## config.mk

```make
export PLATFORM = sky130hd
export DESIGN_NAME = dmi_dtm_ctrl
export DESIGN_NICKNAME = d
export VERILOG_FILES = /design/src/rtl/dmi_dtm_pkg.sv /design/src/rtl/dmi_dtm_shreg.sv /design/src/rtl/dmi_dtm_ctrl.sv
export SDC_FILE = /design/constraint.sdc
export NUM_CORES = 1
export LEC_CHECK = 0
export ABC_AREA = 1
export CAP_MARGIN = 5
export CELL_PAD_IN_SITES_DETAIL_PLACEMENT = 0
export CELL_PAD_IN_SITES_GLOBAL_PLACEMENT = 1
export CORE_MARGIN = 2
export CORE_UTILIZATION = 42
export DETAILED_ROUTE_END_ITERATION = 8
export PLACE_DENSITY = 0.87
export SYNTH_ARGS = -nofsm -noshare
export SYNTH_HDL_FRONTEND = slang
export SYNTH_SLANG_ARGS = --single-unit
```

## constraint.sdc

```tcl
create_clock -name clk_i -period 7.1 [get_ports clk_i]
set_input_delay 1.775 -clock clk_i [delete_from_list [all_inputs] [get_ports clk_i]]
set_output_delay 1.775 -clock clk_i [all_outputs]
set_load 0.005 [all_outputs]
```

## src/rtl/dmi_dtm_pkg.sv

```systemverilog
// dmi_dtm_pkg: shared types and constants for the DMI transport controller.
//   state_e     : controller FSM states (Idle / Req / Wait)
//   OP_*        : DMI operation encodings
//   STAT_*      : DMI response / dmistat encodings
//   DTM_VERSION : value reported in dtmcs.version
//   FILL_*      : data words substituted for read data on failed or busy ops
package dmi_dtm_pkg;

   typedef enum logic [1:0] {
      ST_IDLE = 2'd0,
      ST_REQ  = 2'd1,
      ST_WAIT = 2'd2
   } state_e;

   localparam logic [1:0] OP_NOP   = 2'd0;
   localparam logic [1:0] OP_READ  = 2'd1;
   localparam logic [1:0] OP_WRITE = 2'd2;

   localparam logic [1:0] STAT_OK   = 2'd0;
   localparam logic [1:0] STAT_FAIL = 2'd2;
   localparam logic [1:0] STAT_BUSY = 2'd3;

   localparam logic [3:0] DTM_VERSION = 4'd1;

   localparam logic [31:0] FILL_FAIL = 32'hDEADBEEF;
   localparam logic [31:0] FILL_BUSY = 32'hB051B051;

endpackage

```

## src/rtl/dmi_dtm_shreg.sv

```systemverilog
// dmi_dtm_shreg: TAP data-register capture/shift register of width W.
//   clk_i, rst_i  : clock, async active-high reset
//   clear_i       : synchronous clear (highest priority)
//   capture_i     : parallel load of cap_data_i
//   shift_i       : shift right one bit, tdi_i enters at the MSB
//   data_o        : current register contents (read at Update-DR)
//   tdo_o         : register LSB
module dmi_dtm_shreg #(
   parameter int unsigned W = 32
) (
   input  logic         clk_i,
   input  logic         rst_i,
   input  logic         clear_i,
   input  logic         capture_i,
   input  logic         shift_i,
   input  logic         tdi_i,
   input  logic [W-1:0] cap_data_i,
   output logic [W-1:0] data_o,
   output logic         tdo_o
);

   logic [W-1:0] sr_q, sr_d;

   always_comb begin
      sr_d = sr_q;
      if (clear_i) begin
         sr_d = '0;
      end else if (capture_i) begin
         sr_d = cap_data_i;
      end else if (shift_i) begin
         sr_d = {tdi_i, sr_q[W-1:1]};
      end
   end

   always_ff @(posedge clk_i or posedge rst_i) begin
      if (rst_i) begin
         sr_q <= '0;
      end else begin
         sr_q <= sr_d;
      end
   end

   assign data_o = sr_q;
   assign tdo_o  = sr_q[0];

endmodule

```

## src/rtl/dmi_dtm_ctrl.sv

```systemverilog
// dmi_dtm_ctrl: DMI transport controller behind the JTAG TAP.
// Owns the dtmcs and dmi data registers, the sticky dmistat error, a
// saturating busy-event counter and the Idle/Req/Wait FSM that issues one
// DMI operation and collects its response.
// Optional build macro: DMI_RESP_TIMEOUT_EN -- abandons an op that sits in
// Wait for TIMEOUT_CYC cycles without a response.
// Ports:
//   clk_i, rst_i                  clock, async active-high reset
//   dmi_clear_i                   TAP Test-Logic-Reset (synchronous hard clear)
//   capture_i/shift_i/update_i    single-cycle TAP DR strobes, tdi_i serial in
//   dtmcs_select_i/dmi_select_i   IR decode for the two data registers
//   dtmcs_tdo_o/dmi_tdo_o         data register LSBs
//   dmi_req_*                     request channel (valid/ready, addr, data, op)
//   dmi_resp_*                    response channel (ready is tied high)
//   error_o                       sticky dmistat
//   busy_cnt_o                    saturating busy-event count
module dmi_dtm_ctrl
   import dmi_dtm_pkg::*;
#(
   parameter int unsigned ABITS       = 7,
   parameter int unsigned DATA_W      = 32,
   parameter int unsigned IDLE_HINT   = 1,
   parameter int unsigned TIMEOUT_CYC = 1024,
   parameter int unsigned CNT_W       = 16
) (
   input  logic              clk_i,
   input  logic              rst_i,
   input  logic              dmi_clear_i,
   input  logic              capture_i,
   input  logic              shift_i,
   input  logic              update_i,
   input  logic              tdi_i,
   input  logic              dtmcs_select_i,
   input  logic              dmi_select_i,
   output logic              dtmcs_tdo_o,
   output logic              dmi_tdo_o,
   output logic              dmi_req_valid_o,
   input  logic              dmi_req_ready_i,
   output logic [ABITS-1:0]  dmi_req_addr_o,
   output logic [DATA_W-1:0] dmi_req_data_o,
   output logic [1:0]        dmi_req_op_o,
   input  logic              dmi_resp_valid_i,
   output logic              dmi_resp_ready_o,
   input  logic [DATA_W-1:0] dmi_resp_data_i,
   input  logic [1:0]        dmi_resp_resp_i,
   output logic [1:0]        error_o,
   output logic [CNT_W-1:0]  busy_cnt_o
);

   localparam int unsigned W = ABITS + DATA_W + 2;

   state_e            state_q, state_d;
   logic [ABITS-1:0]  addr_q, addr_d;
   logic [DATA_W-1:0] data_q, data_d;
   logic              we_q, we_d;
   logic [1:0]        err_q, err_d;
   logic [CNT_W-1:0]  bcnt_q, bcnt_d;

   logic              dtmcs_cap, dtmcs_sft, dtmcs_upd;
   logic              dmi_cap, dmi_sft, dmi_upd;
   logic              hard_clr, dmi_rst, busy_evt, tmo_hit;
   logic [31:0]       dtmcs_cap_val, dtmcs_dr;
   logic [W-1:0]      dmi_cap_val, dmi_dr;
   logic [1:0]        cap_stat, new_err;
   logic              unused_dtmcs;

   assign dtmcs_cap = capture_i & dtmcs_select_i;
   assign dtmcs_sft = shift_i   & dtmcs_select_i;
   assign dtmcs_upd = update_i  & dtmcs_select_i;
   assign dmi_cap   = capture_i & dmi_select_i;
   assign dmi_sft   = shift_i   & dmi_select_i;
   assign dmi_upd   = update_i  & dmi_select_i;

   // dtmcs bit17 = dmihardreset, bit16 = dmireset
   assign hard_clr = dmi_clear_i | (dtmcs_upd & dtmcs_dr[17]);
   assign dmi_rst  = dtmcs_upd & dtmcs_dr[16];

   // Busy: an update the FSM cannot take, or a capture that would read
   // stale data because a read is still outstanding.
   assign busy_evt = (dmi_upd & (state_q != ST_IDLE)) |
                     (dmi_cap & ~we_q & ((state_q == ST_REQ) | (state_q == ST_WAIT)));

   assign dtmcs_cap_val = {14'b0, 1'b0, 1'b0, 1'b0, 3'(IDLE_HINT), err_q,
                           6'(ABITS), DTM_VERSION};

   always_comb begin
      cap_stat = STAT_OK;
      if ((err_q == STAT_BUSY) || busy_evt) begin
         cap_stat = STAT_BUSY;
      end else if (err_q == STAT_FAIL) begin
         cap_stat = STAT_FAIL;
      end
   end

   assign dmi_cap_val = {addr_q, data_q, cap_stat};

   dmi_dtm_shreg #(.W(32)) u_dtmcs_sr (
      .clk_i      (clk_i),
      .rst_i      (rst_i),
      .clear_i    (hard_clr),
      .capture_i  (dtmcs_cap),
      .shift_i    (dtmcs_sft),
      .tdi_i      (tdi_i),
      .cap_data_i (dtmcs_cap_val),
      .data_o     (dtmcs_dr),
      .tdo_o      (dtmcs_tdo_o)
   );

   dmi_dtm_shreg #(.W(W)) u_dmi_sr (
      .clk_i      (clk_i),
      .rst_i      (rst_i),
      .clear_i    (hard_clr),
      .capture_i  (dmi_cap),
      .shift_i    (dmi_sft),
      .tdi_i      (tdi_i),
      .cap_data_i (dmi_cap_val),
      .data_o     (dmi_dr),
      .tdo_o      (dmi_tdo_o)
   );

   assign unused_dtmcs = ^{dtmcs_dr[31:18], dtmcs_dr[15:0]};

`ifdef DMI_RESP_TIMEOUT_EN
   localparam int unsigned TO_W = $clog2(TIMEOUT_CYC) + 1;

   logic [TO_W-1:0] tmo_q, tmo_d;

   // Held at zero outside Wait, so it starts from zero on every Wait entry.
   assign tmo_d   = (state_q == ST_WAIT) ? tmo_q + TO_W'(1) : '0;
   assign tmo_hit = (state_q == ST_WAIT) && (tmo_q == TO_W'(TIMEOUT_CYC - 1));

   always_ff @(posedge clk_i or posedge rst_i) begin
      if (rst_i) begin
         tmo_q <= '0;
      end else begin
         tmo_q <= tmo_d;
      end
   end
`else
   localparam int unsigned unused_timeout_cyc = TIMEOUT_CYC;
   assign tmo_hit = 1'b0;
`endif

   always_comb begin
      state_d = state_q;
      addr_d  = addr_q;
      data_d  = data_q;
      we_d    = we_q;
      err_d   = err_q;
      bcnt_d  = bcnt_q;
      new_err = STAT_OK;

      case (state_q)
         ST_IDLE: begin
            if (dmi_upd && (err_q == STAT_OK)) begin
               addr_d = dmi_dr[W-1 -: ABITS];
               data_d = dmi_dr[2 +: DATA_W];
               if ((dmi_dr[1:0] == OP_READ) || (dmi_dr[1:0] == OP_WRITE)) begin
                  we_d    = (dmi_dr[1:0] == OP_WRITE);
                  state_d = ST_REQ;
               end
            end
         end
         ST_REQ: begin
            if (dmi_req_ready_i) begin
               state_d = ST_WAIT;
            end
         end
         ST_WAIT: begin
            if (dmi_resp_valid_i) begin
               state_d = ST_IDLE;
               case (dmi_resp_resp_i)
                  STAT_OK: begin
                     if (!we_q) data_d = dmi_resp_data_i;
                  end
                  STAT_BUSY: begin
                     if (!we_q) data_d = DATA_W'(FILL_BUSY);
                     new_err = STAT_BUSY;
                  end
                  default: begin
                     if (!we_q) data_d = DATA_W'(FILL_FAIL);
                     new_err = STAT_FAIL;
                  end
               endcase
            end else if (tmo_hit) begin
               state_d = ST_IDLE;
               if (!we_q) data_d = DATA_W'(FILL_FAIL);
               new_err = STAT_FAIL;
            end
         end
         default: state_d = ST_IDLE;
      endcase

      // Busy outranks a same-cycle response status; only the first error sticks.
      if (busy_evt) begin
         new_err = STAT_BUSY;
         if (bcnt_q != '1) bcnt_d = bcnt_q + CNT_W'(1);
      end
      if ((err_q == STAT_OK) && (new_err != STAT_OK)) begin
         err_d = new_err;
      end
      if (dmi_rst) begin
         err_d = STAT_OK;
      end

      if (hard_clr) begin
         state_d = ST_IDLE;
         addr_d  = '0;
         data_d  = '0;
         we_d    = 1'b0;
         err_d   = STAT_OK;
         bcnt_d  = '0;
      end
   end

   always_ff @(posedge clk_i or posedge rst_i) begin
      if (rst_i) begin
         state_q <= ST_IDLE;
         addr_q  <= '0;
         data_q  <= '0;
         we_q    <= 1'b0;
         err_q   <= STAT_OK;
         bcnt_q  <= '0;
      end else begin
         state_q <= state_d;
         addr_q  <= addr_d;
         data_q  <= data_d;
         we_q    <= we_d;
         err_q   <= err_d;
         bcnt_q  <= bcnt_d;
      end
   end

   assign dmi_req_valid_o  = (state_q == ST_REQ);
   assign dmi_req_addr_o   = addr_q;
   assign dmi_req_data_o   = data_q;
   assign dmi_req_op_o     = we_q ? OP_WRITE : OP_READ;
   assign dmi_resp_ready_o = 1'b1;
   assign error_o          = err_q;
   assign busy_cnt_o       = bcnt_q;

endmodule

```

==> impl_results.md, run 1 <==
* CTS sink count at 133
* Max stage delay on crit path at roughly 0.64 ns
* Clock power share at between 30% and 40%
* Clock root buffer: clkbuf_16
* Mapped Area at 0.00674 sq mm
* CP Cell Sequence: clkdlybuf4s50_1 -> nand2_1 -> buf_4 -> inv_2 -> nand3_1 -> nand2_1 -> inv_2 -> nand2_1 -> nand2_2 -> inv_2 -> nand2_1 -> nand2_1
* Worst Path Required at roughly 7.4 ns
* Syn avg cell area at a little under 8 sq um
* DIE WIDTH at about 130 microns
* Area delta synth->final at 25.6%
* Period utilization at 60.0%
* Most frequent CP cell: nand2_1
* Post-Place Worst Slack at between 2 and 2.5 ns
* Status: complete, no violations
* Slew of the pin with the lowest slew margin at between 1 and 1.5 ns
* WHS Path Cells at 2
* TritonCTS clock tree: yes
* Max frequency at ~230 MHz
* Post-CTS setup repair buffer count at 0
* Final layout net count at just over 1,000
* Diode count at 0
* Tmin final at around 4.3 ns
* Die Footprint at 0.0171 sq mm
* CTS resizes at 0
* Switch share at between 30% and 40%
* Fin. max-slew vios at 0
* Worst setup margin at 2.84 ns
* Final TNS setup at 0 ns
* WL/cell at roughly 15 microns
* CTS Buf Count at 17
* Worst-case clock buffer depth at 2
* Starting density of the core at between 40% and 50%
* Reg2reg path depth at 11
* Max Cap Viol at 0
* Crit-path max FO at 43
* Starting DRT DRC Count at 460
* Post-placement cell count at 1,156
* Top cells by area, synth: dfrtp_1 (49%), nand2_1 (18%), o21ai_1 (4.5%), a31oi_1 (3.4%), inv_1 (3.1%)
* WS Path Type: input pin to register
* H-Tree Depth at 4
* Global route overflow at 0
* Share of power burned in registers at a little under two fifths
* VDD IR-drop max at around 0.19 mV
* Seq/Total Area, Yosys at between 40 and 50%
* Slew HR at 19.9%
* Initial antenna violation count at 0
* Final WL at between 15 and 20 mm
* Sequential cell area at ~0.0033 sq mm
* Ys Warns at 0
* Comb power frac at between 20% and 30%
* First-pass GRT wire length at around 29 mm
* Post-DR vias/cell at around 5.2
* Buffers on Ports at ~110
* Area occupied by multi-input gates at approximately 0.0029 sq mm
* Total track usage at about 22%
* Final setup vio count at 0
* P_int at around 1700 uW
* Hold buffer count at CTS at 0
* Post-synth top area share at a little under 50%
* Top cell type by total area after synthesis: dfrtp_1
* Layout Utilization at ~54%
* Residual DRC at 0
* Via count at 6,157
* Startpoint Class: input pin
* Die Ht at around 130 microns
* Core Region at ~0.016 sq mm
* Leakage at 0.00373 uW
* Clock transition at path regs at approximately 0.06 ns
* Post-DP HPWL at ~11 mm
* Min-Delay Path Class: register to register
* GP Congestion at 0.819
* Clock Latency Late Sink at 0.42 ns
* Critical Path AT at between 4 and 5 ns
* Non-Filler Instances at between 1,000 and 1,500
* Pin count of the biggest net entering global routing at 82
* Synthesized flop and latch total at roughly 130
* Vias in the first global route at a little under 6,000
* Fillers at roughly 1,500
* Rows at 46
* PwrDens at roughly 300 mW/mm^2
* Distinct cells, synth at 32
* CP endpoint kind: register
* Syn nets at between 900 and 1,000
* Worst reg-to-reg setup slack at between 4 and 5 ns
* Mapped Cells at between 800 and 900
* Clock Skew at 0.00869 ns
* Total I/O pin count at 108
* DRT Pass-1 Iters at 5
* ANT nets after route at 0
* CP max stage cell: clkdlybuf4s50_1
* Psw at about 810 uW
* RSZ-0062 raised after global routing: false
* Layout cells sized above 1 at 5.46%
* Fin. Hold Viols at 0
## power groups by stage
stage / logic, uW / clock network (uW) / registers, uW
floorplan: 395 / 0 / 952
global placement: 675 / 0 / 973
detailed placement: 678 / 0 / 972
CTS: 682 / 902 / 960
global route: 752 / 938 / 976
finish: 675 / 893 / 962
## path summary, 6_finish.rpt
check | from | endpoint
worst max-delay path | capture_i | busy_cnt_o[3]$_DFFE_PP0P_
worst min-delay path | dmi_req_data_o[21]$_DFFE_PP0P_ | dmi_req_data_o[21]$_DFFE_PP0P_
worst max register to register | state_q[0]$_DFFE_PP0P_ | dmi_req_data_o[16]$_DFFE_PP0P_
worst min register to register | dmi_req_data_o[21]$_DFFE_PP0P_ | dmi_req_data_o[21]$_DFFE_PP0P_
max in group asynchronous | rst_i | u_dmi_sr.data_o[0]$_DFFE_PP0P_
min in group asynchronous | rst_i | u_dmi_sr.data_o[27]$_DFFE_PP0P_
## final cells by class
class                           instances  area share, %
Sequential cell                       133           39.3
Multi-Input combinational cell        628           34.3
Timing Repair Buffer                  114           13.2
Clock buffer                           21           5.44
Tap cell                              216           3.19
Inverter                               65           2.94
Clock inverter                         10           1.54
## cells in the mapped netlist
| cell type | number |
|---|---|
| nand2_1 | 328 |
| dfrtp_1 | 133 |
| o21ai_1 | 61 |
| inv_1 | 56 |
| nor2_1 | 48 |
| a31oi_1 | 37 |
| nand3_1 | 36 |
| a21oi_1 | 33 |
| o22ai_1 | 32 |
| buf_2 | 25 |
| clkbuf_1 | 16 |
| o21ai_0 | 12 |
| nand4_1 | 11 |
| ha_1 | 8 |
| inv_2 | 8 |
| buf_4 | 7 |
| xor2_1 | 5 |
| o211ai_1 | 4 |
| buf_6 | 2 |
| nand2_2 | 2 |
| o21bai_1 | 2 |
| a211oi_1 | 1 |
| a311oi_1 | 1 |
| buf_1 | 1 |
| clkinv_1 | 1 |
| conb_1 | 1 |
| nor2_2 | 1 |
| nor2_4 | 1 |
| nor3_1 | 1 |
| o21ai_2 | 1 |
| o31ai_4 | 1 |
| or2_2 | 1 |
## sequential cells by signal, indices dropped and copies added, names as in the netlist
register           count
u_dtmcs_sr.data_o     32
dmi_req_data_o        32
u_dmi_sr.data_o       41
busy_cnt_o            16
state_q                2
we_q                   1
error_o                2
dmi_req_addr_o         7
## placed cells by master, fill, tap and decap left out, types with 32 or more instances in the layout
cell type / count
nor2_1: 48
nand2_1: 328
o21ai_1: 61
clkdlybuf4s50_1: 106
dfrtp_1: 133
nand3_1: 36
inv_1: 55
a31oi_1: 37
a21oi_1: 33
o22ai_1: 32
## stage by stage
step	hold WS [ns]	total power, uW	cell area, sq um
6_report	0.503	2530	8460
4_1_cts	0.505	2540	8460
3_3_place_gp	0.491	1650	7870
5_1_grt	0.535	2670	8460
2_1_floorplan	0.474	1350	6740
3_5_place_dp	0.487	1650	7870
## cells by family after synthesis
family                   after synthesis  synth area share, %
adder cells (fa/ha/maj)                8                 1.49
XOR/XNOR                               5                0.650
flip-flops                           133                 49.4
buffers and inverters                116                 7.54
AO/OA/AOI/OAI                        185                 15.6
AND/OR/NAND/NOR                      429                 25.3
other                                  1               0.0556
## critical path: cells and delay by family
family	cells	cell delay (ns)
simple gates	7	1.08
buf+inv	5	1.64
## layer usage
layer  GRT usage, %  vias to the layer above  share of wire [%]
met5              0                        -                  0
met4           7.01                        0                1.4
met3           4.23                       23                4.6
met2           35.3                      186                 47
met1           30.3                     2891                 47
li1               -                     3057                  -
Power figures use the tool's default switching activity.
==> inputs of run 2 (changes only) <==
- CORE_UTILIZATION: 42 -> 36
- PLACE_DENSITY: 0.87 -> 0.79
- clock period: 7.1 -> 3.8 ns (I/O delays scaled with it)
==> run 2 against run 1 <==
- worst hold slack lost 0.010 ns
- critical path type unchanged
- largest power group is now clock
- routed wire length up 4.5%
- count of clock-buffer cells in the layout fell by 2
==> impl_results.md, run 2 (same netlist as run 1, synthesis figures left out) <==
* Status: complete, no violations
* Total track usage at slightly below 20%
* Non-Filler Instances at 1,213
* Psw at 1570 uW
* Fillers at around 1,800
* Fin. max-slew vios at 0
* Most frequent cells in the layout: nand2_1 (328), dfrtp_1 (133), clkdlybuf4s50_1 (106)
* Rows at 50
* DRT Pass-1 Iters at 5
* ANT nets after route at 0
* Final TNS setup at 0 ns
* GP Congestion at 0.788
* WHS Path Cells at 2
* Core Region at 0.0185 sq mm
* Starting DRT DRC Count at 400
* Comb power frac at roughly a quarter
* Post-placement cell count at 1,181
* Buffers on Ports at 106
* CP endpoint kind: register
* Min-Delay Path Class: register to register
* Fin. Hold Viols at 0
* Final layout net count at slightly above 1,000
* RSZ-0062 raised after global routing: false
* H-Tree Depth at 4
* Finished Cell Area at 0.00863 sq mm
* Final WL at 18.8 mm
* Startpoint Class: input pin
* Final setup vio count at 0
* Die Ht at between 100 and 150 microns
* Max reg flops at approximately 40
* Slew HR at ~50%
* Area delta synth->final at 28.1%
* Worst-case clock buffer depth at 2
* Hold buffer count at CTS at 0
* Post-CTS setup repair buffer count at 0
* Post-DR vias/cell at 5.11
* Global route overflow at 0
* Crit-path max FO at 23
* Vias in the first global route at 6,002
* Most common cell after layout, fill and taps aside: nand2_1
* Starting density of the core at 36.4%
* Max Cap Viol at 0
* Clock Latency Late Sink at approximately 0.42 ns
* Initial antenna violation count at 0
* P_int at roughly 3300 uW
* Clock root buffer: clkbuf_16
* CTS resizes at 0
* Clock transition at path regs at 0.06 ns
* CTS Buf Count at 17
* Clock Skew at just over 0.008 ns
* Pin count of the biggest net entering global routing at 134
* Switch share at approximately a third
* VDD IR-drop max at approximately 0.35 mV
* Share of power burned in registers at between 30% and 40%
* Tmin final at between 2 and 3 ns
* Via count at between 6,000 and 7,000
* DIE WIDTH at approximately 140 microns
* TritonCTS clock tree: yes
* Cell Area, Placed at 0.00798 sq mm
* Diode count at 0
* Layout Utilization at 46.6%
* Max frequency at approximately 370 MHz
* Layout cells sized above 1 at 6.33%
* WS Path Type: input pin to register
* Clock power share at around 37%
* CTS sink count at between 100 and 150
* First-pass GRT wire length at around 31 mm
* Slew of the pin with the lowest slew margin at between 0.7 and 0.8 ns
* WL/cell at between 15 and 20 microns
* Worst Path Required at between 4 and 5 ns
* Post-DP HPWL at approximately 12 mm
* Reg2reg path depth at 9
* PwrDens at between 500 and 600 mW/mm^2
* Period utilization at 70.2%
* Post-Place Worst Slack at around 0.70 ns
* Total I/O pin count at 108
* Critical Path AT at about 3.0 ns
* Die Footprint at 0.0198 sq mm
* Leakage at roughly 0.0038 uW
* Worst setup margin at around 1.1 ns
* Residual DRC at 0
-- run 2: critical path, cell delays in order --
cell and delay [ns]:
clkdlybuf4s50_1 0.77, nand2_1 0.34, nand2_1 0.38, inv_2 0.25, nand2_1 0.19, o21ai_1 0.08
-- run 2: power by group through the flow --
stage,Sequential [uW],Combinational (uW),Clock (uW)
CTS,1800,1320,1850
finish,1800,1300,1820
global placement,1830,1300,0
global route,1830,1450,1900
detailed placement,1820,1310,0
floorplan,1780,739,0
-- run 2: routing by layer --
metal	track usage, %	routed length [microns]
met4	5.42	171
met5	0	0
met2	31.7	8820
met3	3.91	934
met1	26.8	8900
-- run 2: path summary, 6_finish.rpt --
check                                               from                           endpoint  slack (ns)
min in group asynchronous                          rst_i    u_dmi_sr.data_o[27]$_DFFE_PP0P_        1.06
setup / recovery                               capture_i   u_dtmcs_sr.data_o[7]$_DFFE_PP0P_        1.13
hold reg to reg            dmi_req_data_o[4]$_DFFE_PP0P_      dmi_req_data_o[4]$_DFFE_PP0P_        0.49
hold / removal             dmi_req_data_o[4]$_DFFE_PP0P_      dmi_req_data_o[4]$_DFFE_PP0P_        0.49
setup reg to reg                  state_q[0]$_DFFE_PP0P_     dmi_req_data_o[10]$_DFFE_PP0P_        1.50
max in group asynchronous                          rst_i  u_dtmcs_sr.data_o[12]$_DFFE_PP0P_        2.15
-- run 2: layout make-up --
cell class	count	area, sq um	area share (%)
clock buffer	19	443	5.13
multi-input combinational	628	2900	33.6
timing repair buffer	121	1210	14.0
clock inverter	13	205	2.38
sequential	133	3330	38.6
tap	234	293	3.39
inverter	65	248	2.87
-- run 2: stage by stage --
stage | hold WS (ns) | power (uW)
2_1_floorplan | 0.474 | 2520
3_5_place_dp | 0.480 | 3130
4_1_cts | 0.494 | 4970
5_1_grt | 0.517 | 5180
6_report | 0.493 | 4920
3_3_place_gp | 0.486 | 3130
==> inputs of run 3 (changes only) <==
- clock period: 3.8 -> 2.3 ns (I/O delays scaled with it)
==> run 3 against run 2 <==
- combinational power rose by 81%
- sequential share of layout area is 1.1 points lower
- first-iteration DRC count down 11%
- worst hold slack improved by 0.013 ns
- critical endpoint is now dmi_req_valid_o
- highest routed layer unchanged
==> impl_results.md, run 3 (same netlist as run 1, synthesis figures left out) <==
* Status: complete, no violations
* Post-placement cell count at between 1,000 and 1,500
* Total I/O pin count at between 100 and 150
* Post-Place Worst Slack at -0.0694 ns
* Post-DR vias/cell at 5.02
* Clock transition at path regs at around 0.060 ns
* WL/cell at around 15 microns
* Area delta synth->final at 31.9%
* Die Footprint at between 0.015 and 0.02 sq mm
* RR Endpoint: dmi_req_data_o[6]$_DFFE_PP0P_
* Post-DP HPWL at about 13 mm
* GP Congestion at 0.815
* Min-Delay Path Class: register to register
* Max reg flops at ~40
* Worst-case clock buffer depth at 2
* Global route overflow at 0
* Most frequent cells in the layout: nand2_1 (328), dfrtp_1 (133), clkdlybuf4s50_1 (106)
* Crit-path max FO at 3
* CTS resizes at 0
* Reg2reg path depth at 10
* ANT nets after route at 0
* Final layout net count at 1,046
* Startpoint Class: register
* Non-Filler Instances at around 1,200
* CP endpoint kind: output pin
* Tmin final at roughly 2.1 ns
* Final setup vio count at 0
* DIE WIDTH at ~140 microns
* First-pass GRT wire length at about 32 mm
* Via count at approximately 6,200
* Leakage at approximately 0.004 uW
* TritonCTS clock tree: yes
* Worst setup margin at 0.152 ns
* Final TNS setup at 0 ns
* Min-delay src: dmi_req_data_o[23]$_DFFE_PP0P_
* Hold endpoint: dmi_req_data_o[23]$_DFFE_PP0P_
* Post-CTS setup repair buffer count at 0
* Vias in the first global route at between 6,000 and 7,000
* Pin count of the biggest net entering global routing at slightly above 80
* Layout Utilization at 48.0%
* Fin. Hold Viols at 0
* CP max stage cell: clkdlybuf4s50_1
* WHS Path Cells at 2
* Total track usage at about 20%
* CTS sink count at 133
* WS Path Type: register to output pin
* Initial antenna violation count at 0
* Starting DRT DRC Count at 355
* Rows at 50
* Layout cells sized above 1 at 8.75%
* Critical Path AT at around 1.6 ns
* Max Cap Viol at 0
* Buffers on Ports at around 110
* Max stage delay on crit path at roughly 0.5 ns
* RSZ-0062 raised after global routing: false
* Period utilization at ~93%
* Starting density of the core at about 36%
* Clock Latency Late Sink at approximately 0.42 ns
* Clock root buffer: clkbuf_16
* VDD IR-drop max at 0.523 mV
* CTS Buf Count at 17
* Max frequency at ~470 MHz
* H-Tree Depth at 4
* PnR Total Power at about 8000 uW
* Die Ht at around 140 microns
* Fin. max-slew vios at 0
* Worst reg2reg path startpoint: state_q[0]$_DFFE_PP0P_
* Residual DRC at 0
* DRT Pass-1 Iters at 5
* Diode count at 0
* Core Region at 0.0185 sq mm
* PwrDens at around 900 mW/mm^2
* Final WL at between 15 and 20 mm
* Worst reg-to-reg setup slack at ~0.34 ns
* Most common cell after layout, fill and taps aside: nand2_1
* Hold buffer count at CTS at 0
* CP Cell Sequence: inv_1 -> ha_1 -> clkdlybuf4s50_1
* Fillers at around 1,900
* Worst Path Required at 1.73 ns
* Clock Skew at between 0.01 and 0.015 ns
[run 3: cell count changes in the layout (fill, tap and decap cells not counted)]
cell | before | now
clkinv_2 | 3 | 4
clkbuf_1 | 1 | 2
buf_12 | 3 | 13
inv_6 | 0 | 1
clkinv_4 | 2 | 3
buf_4 | 12 | 29
bufinv_16 | 5 | 2
clkinvlp_4 | 4 | 3
[run 3: how the worst max path moves through the flow]
stage	startpoint	slack, ns	cells after the start	endpoint
after floorplan	rst_i	0.07	1	busy_cnt_o[0]$_DFFE_PP0P_
after global placement	update_i	-0.04	7	dmi_req_addr_o[0]$_DFFE_PP0P_
after detailed placement	dmi_resp_resp_i[1]	-0.07	11	dmi_req_data_o[6]$_DFFE_PP0P_
after CTS	state_q[1]$_DFFE_PP0P_	0.11	3	dmi_req_valid_o
after global routing	state_q[1]$_DFFE_PP0P_	0.08	3	dmi_req_valid_o
final	state_q[1]$_DFFE_PP0P_	0.15	3	dmi_req_valid_o
[run 3: per-layer routing]
layer / up-vias / wire length (microns) / part of all wire [%] / GRT usage [%]
li1: 3121 / - / - / -
met1: 2950 / 9060 / 48 / 27.5
met2: 127 / 8910 / 47 / 33.1
met3: 21 / 701 / 3.7 / 3.43
met4: 0 / 210 / 1.1 / 5.26
met5: - / 0 / 0 / 0
[run 3: critical path, delay by kind of cell (launching register included)]
kind,cells,cell delay [ns]
buffers and inverters,2,0.59
DFF,1,0.39
adders and majority gates,1,0.18
[run 3: power by group]
part	leakage, uW	internal [uW]	switching, uW
clock network	0.000280	1620	1060
logic	0.00184	1090	1250
registers	0.00181	2660	307
total	0.00393	5370	2620
[run 3: stage by stage]
stage	instance area (sq um)	hold slack [ns]
CTS	8890	0.506
finish	8890	0.506
global placement	8310	0.493
detailed placement	8310	0.488
global route	8890	0.526
floorplan	6740	0.474
[run 3: layout make-up]
type	instances	area, sq um	area share, %
clock buffer	20	447	5.03
clock inverter	12	130	1.46
inverter	65	248	2.79
multi-input combinational	628	2900	32.7
sequential	133	3330	37.4
tap	234	293	3.29
timing repair buffer	148	1540	17.3
